File: src/rtl/mux8_rr_arbiter.sv
// Round-robin arbiter for the shared 8:1 mux: one grantee at a time, tenure bounded by MAX_HOLD,
// registered one-hot grant and registered mux select.
module mux8_rr_arbiter #(
  parameter int unsigned MAX_HOLD = 4,
  parameter int unsigned HOLD_W   = 4
) (
  input  logic       clk,
  input  logic       rst_n,
  input  logic       en,
  input  logic [7:0] req,
  output logic [7:0] gnt,
  output logic [2:0] sel,
  output logic       gnt_valid,
  output logic       busy
);

  localparam int unsigned N     = 8;
  localparam int unsigned IDX_W = 3;

  typedef enum logic {IDLE, GRANT} state_t;

  state_t             state;
  logic [IDX_W-1:0]   last;
  logic [HOLD_W-1:0]  hold_cnt;
  logic               found;
  logic [IDX_W-1:0]   win;
  logic [IDX_W-1:0]   cand;
  logic               tenure_end;

  // Search last+1 .. last+8 (mod 8); the final candidate is last itself.
  always_comb begin
    found = 1'b0;
    win   = '0;
    cand  = '0;
    for (int i = 1; i <= int'(N); i++) begin
      cand = last + IDX_W'(i);
      if (!found && req[cand]) begin
        found = 1'b1;
        win   = cand;
      end
    end
  end

  assign tenure_end = !req[last] || (hold_cnt == HOLD_W'(MAX_HOLD));

  always_ff @(posedge clk or negedge rst_n) begin
    if (!rst_n) begin
      state     <= IDLE;
      gnt       <= '0;
      sel       <= '0;
      gnt_valid <= 1'b0;
      busy      <= 1'b0;
      last      <= IDX_W'(N - 1);
      hold_cnt  <= '0;
    end else begin
      case (state)
        IDLE: begin
          if (en && found) begin
            state     <= GRANT;
            gnt       <= N'(1) << win;
            sel       <= win;
            last      <= win;
            hold_cnt  <= HOLD_W'(1);
            gnt_valid <= 1'b1;
            busy      <= 1'b1;
          end else begin
            gnt       <= '0;
            gnt_valid <= 1'b0;
            busy      <= 1'b0;
          end
        end
        GRANT: begin
          if (!en) begin
            state     <= IDLE;
            gnt       <= '0;
            gnt_valid <= 1'b0;
            busy      <= 1'b0;
            hold_cnt  <= '0;
          end else if (tenure_end) begin
            // Hand over in the same edge so there is no dead cycle between tenures.
            if (found) begin
              gnt      <= N'(1) << win;
              sel      <= win;
              last     <= win;
              hold_cnt <= HOLD_W'(1);
            end else begin
              state     <= IDLE;
              gnt       <= '0;
              gnt_valid <= 1'b0;
              busy      <= 1'b0;
              hold_cnt  <= '0;
            end
          end else begin
            hold_cnt <= hold_cnt + HOLD_W'(1);
          end
        end
        default: begin
          state     <= IDLE;
          gnt       <= '0;
          gnt_valid <= 1'b0;
          busy      <= 1'b0;
        end
      endcase
    end
  end

endmodule

File: config.mk
export PLATFORM = sky130hd
export DESIGN_NAME = mux8_rr_arbiter
export DESIGN_NICKNAME = d
export VERILOG_FILES = /design/src/rtl/mux8_rr_arbiter.sv
export SDC_FILE = /design/constraint.sdc
export NUM_CORES = 1
export LEC_CHECK = 0
export CAP_MARGIN = 5
export CORE_MARGIN = 2
export CORE_UTILIZATION = 30
export CTS_CLUSTER_DIAMETER = 60
export CTS_CLUSTER_SIZE = 25
export DETAILED_ROUTE_END_ITERATION = 8
export SYNTH_ARGS = -nofsm -noshare
export SYNTH_HDL_FRONTEND = slang
export SYNTH_SLANG_ARGS = --single-unit
File: constraint.sdc
create_clock -name clk -period 7 [get_ports clk]
set_clock_uncertainty 0.1 [all_clocks]
set_input_delay 1.75 -clock clk [delete_from_list [all_inputs] [get_ports clk]]
set_output_delay 1.75 -clock clk [all_outputs]
set_load 0.02 [all_outputs]
==> flow_metrics.tcl <==
set metrics [dict create \
    status "completed" \
    fp.dieH_um 84.9 \
    clock_path_buffers 2 \
    synth_area_leader_cell "dfrtp_1" \
    cp_max_fo 9 \
    required_ns 7.10 \
    worstSkewPairLatency_ns 0.25 \
    nets 221 \
    rows 29 \
    core_area_um2 6350 \
    syn_nets 205 \
    grt_pass1_vias 1584 \
    ys_warn_count 0 \
    drive_above_1_share_pct 19.0 \
    rsz0062_at_grt "no" \
    cts-htree-levels 1 \
    grt_max_degree 25 \
    cp_data_arrival_time_ns 4.69 \
    synthFlopType "dfrtp_1" \
    critPathKind "in2reg" \
    min_to "gnt[4]$_DFFE_PN0P_" \
    place_hpwl_mm 3.49 \
    layout_commonest_cell "clkdlybuf4s50_1" \
    area_growth_pct 16.8 \
    path_cells "clkdlybuf4s50_1, mux2_4, mux4_2, a311oi_1, nand2_1, o32ai_1, a32o_2" \
    end_kind "flop" \
    timing.hold.worst.class "reg2reg" \
    seq_area_frac_synth_pct 25.7 \
    clkTransAtPathRegs_ns 0.08 \
    slowest_stage "o32ai_1" \
    r2r_end "gnt[1]$_DFFE_PN0P_" \
    slew_headroom_pct 40.5 \
    grt_pass1_wl_mm 7.99 \
    setup_tns_ns 0 \
    finalHoldViolations 0 \
    totalWireLength_mm 4.65 \
    hold_path_depth 2 \
    async_reset_ff_share_pct 100 \
    antenna_found_initial 0 \
    vias_per_cell 5.74 \
    io_buffers 23 \
    ctsRootBufferMaster "clkbuf_8" \
    synth_top_area_share_pct 21.7 \
    reg2reg_slack_ns 2.45 \
    reg2reg_from "last[0]$_DFFE_PN1P_" \
    syn_avg_cell_area_um2 10.3 \
    grt_util_all_layers_pct 13.4 \
    cts.sinks 20 \
    fin_crit_ns 4.59 \
    detail_route.wl_per_cell_um 16.5 \
    synth.distinct_cells 59 \
    synth_cells 190 \
    cts_tree "yes" \
    ctsResizeCount 0 \
    min_period_over_period_pct 65.6 \
    maxCapViolCount 0 \
    grt_overflow_total 0 \
    cts_inserted_buffers 3 \
    yosys-top-cells-area "dfrtp_1, mux4_2, mux2i_1, dfstp_2, mux2_2" \
    fp.dieW_um 84.9 \
    slowest_delay_ns 0.64 \
    reg2reg_depth 8 \
    syn-cell-area_um2 1960 \
    initial_core_util_pct 30.9 \
    gp_congestion 0.904 \
    postCtsSetupBuffers 0 \
    holdBufCountCts 0 \
    crit_path_start_kind "input port" \
    timing.fmax_mhz 218 \
    worst_pin_slew_ns 0.890 \
    hold_start "gnt[4]$_DFFE_PN0P_" \
    drc 0 \
    synth-edff-count 0 \
    final_cell_mix "clkdlybuf4s50_1, mux2i_1, dfrtp_1" \
    via_count 1619 \
    ioPinCount 24 \
    drtPass1Iterations 4 \
    dieArea_um2 7200 \
    ys_seq_elements 20 \
    drv_slew 0 \
    drt_iter0_markers 85 \
    setup_viol 0 \
    num_antenna_cells 0 \
    ant_nets 0 \
]
[layout make-up]
type,count,area [um^2]
clock inverter,1,30.0
tap,77,96.3
inverter,10,37.5
sequential,20,504
fill,623,4060
multi-input combinational,148,1350
timing repair buffer,23,230
clock buffer,3,41.3
[critical path: cells and delay by family]
family                 cells  cell delay [ns]
muxes                      2             0.88
buffers and inverters      1             0.57
and+or+nand+nor            1             0.13
AOI/OAI and AO/OA          3             1.35
[through the flow]
stage	hold WS, ns	cell area [um^2]	instances	util (%)	setup WS, ns
finish	0.385	2290	282	36.1	2.41
floorplan	0.355	1960	190	-	3.01
detailed placement	0.373	2220	278	35.0	2.17
global route	0.408	2290	282	36.1	2.17
CTS	0.392	2290	282	36.1	2.44
global placement	0.370	2220	278	35.0	2.13
[synthesized netlist by cell type, types with 2 or more instances]
cell type,count
mux2i_1,19
dfrtp_1,17
mux4_2,14
a21oi_1,10
nand2_1,10
inv_1,9
nor2_1,8
nand3_1,7
buf_2,6
o21ai_0,6
mux2_2,5
a31oi_1,4
ha_1,4
nor3_1,4
o31ai_1,4
a22oi_1,3
a32o_2,3
clkbuf_1,3
dfstp_2,3
xnor2_1,3
a211oi_1,2
a22o_1,2
buf_4,2
mux2_4,2
nand2b_1,2
nand4_1,2
nor2b_1,2
o2111ai_1,2
or2_1,2
[how the worst max path moves through the flow]
| stage | start | endpoint | slack (ns) | cells after the start |
|---|---|---|---|---|
| 2_1_floorplan | req[4] | sel[1]$_DFFE_PN0P_ | 3.01 | 6 |
| 3_3_place_gp | req[4] | gnt[3]$_DFFE_PN0P_ | 2.13 | 8 |
| 3_5_place_dp | req[4] | sel[1]$_DFFE_PN0P_ | 2.17 | 7 |
| 4_1_cts | req[4] | sel[1]$_DFFE_PN0P_ | 2.44 | 7 |
| 5_1_grt | last[0]$_DFFE_PN1P_ | gnt[1]$_DFFE_PN0P_ | 2.17 | 8 |
| 6_report | req[6] | gnt[1]$_DFFE_PN0P_ | 2.41 | 7 |
[registers in the layout, indices dropped and copies added (netlist names)]
name      count
state         1
last          3
hold_cnt      4
gnt           8
busy          1
sel           3
[cells by family (layout without fill, tap and decap cells)]
kind of cell	Yosys count	after routing	synth area share, %
AO/OA/AOI/OAI	57	57	22.5
AND/OR/NAND/NOR	42	42	11.2
multiplexers	40	40	30.2
buffers and inverters	22	37	5.36
flip-flops	20	20	25.7
XOR/XNOR	5	5	2.62
adder cells (fa/ha/maj)	4	4	2.55
[routing by layer]
layer / vias to the layer above / global-route usage [%] / part of all wire (%)
met4: 0 / 1.30 / 0.67
met2: 37 / 22.3 / 50
li1: 778 / - / -
met3: 4 / 2.33 / 3.1
met1: 800 / 19.1 / 47
met5: - / 0 / 0
Power is left out: the tool's default activity adds up to more than one toggle a clock period on the data nets, which glitch-free logic cannot reach.
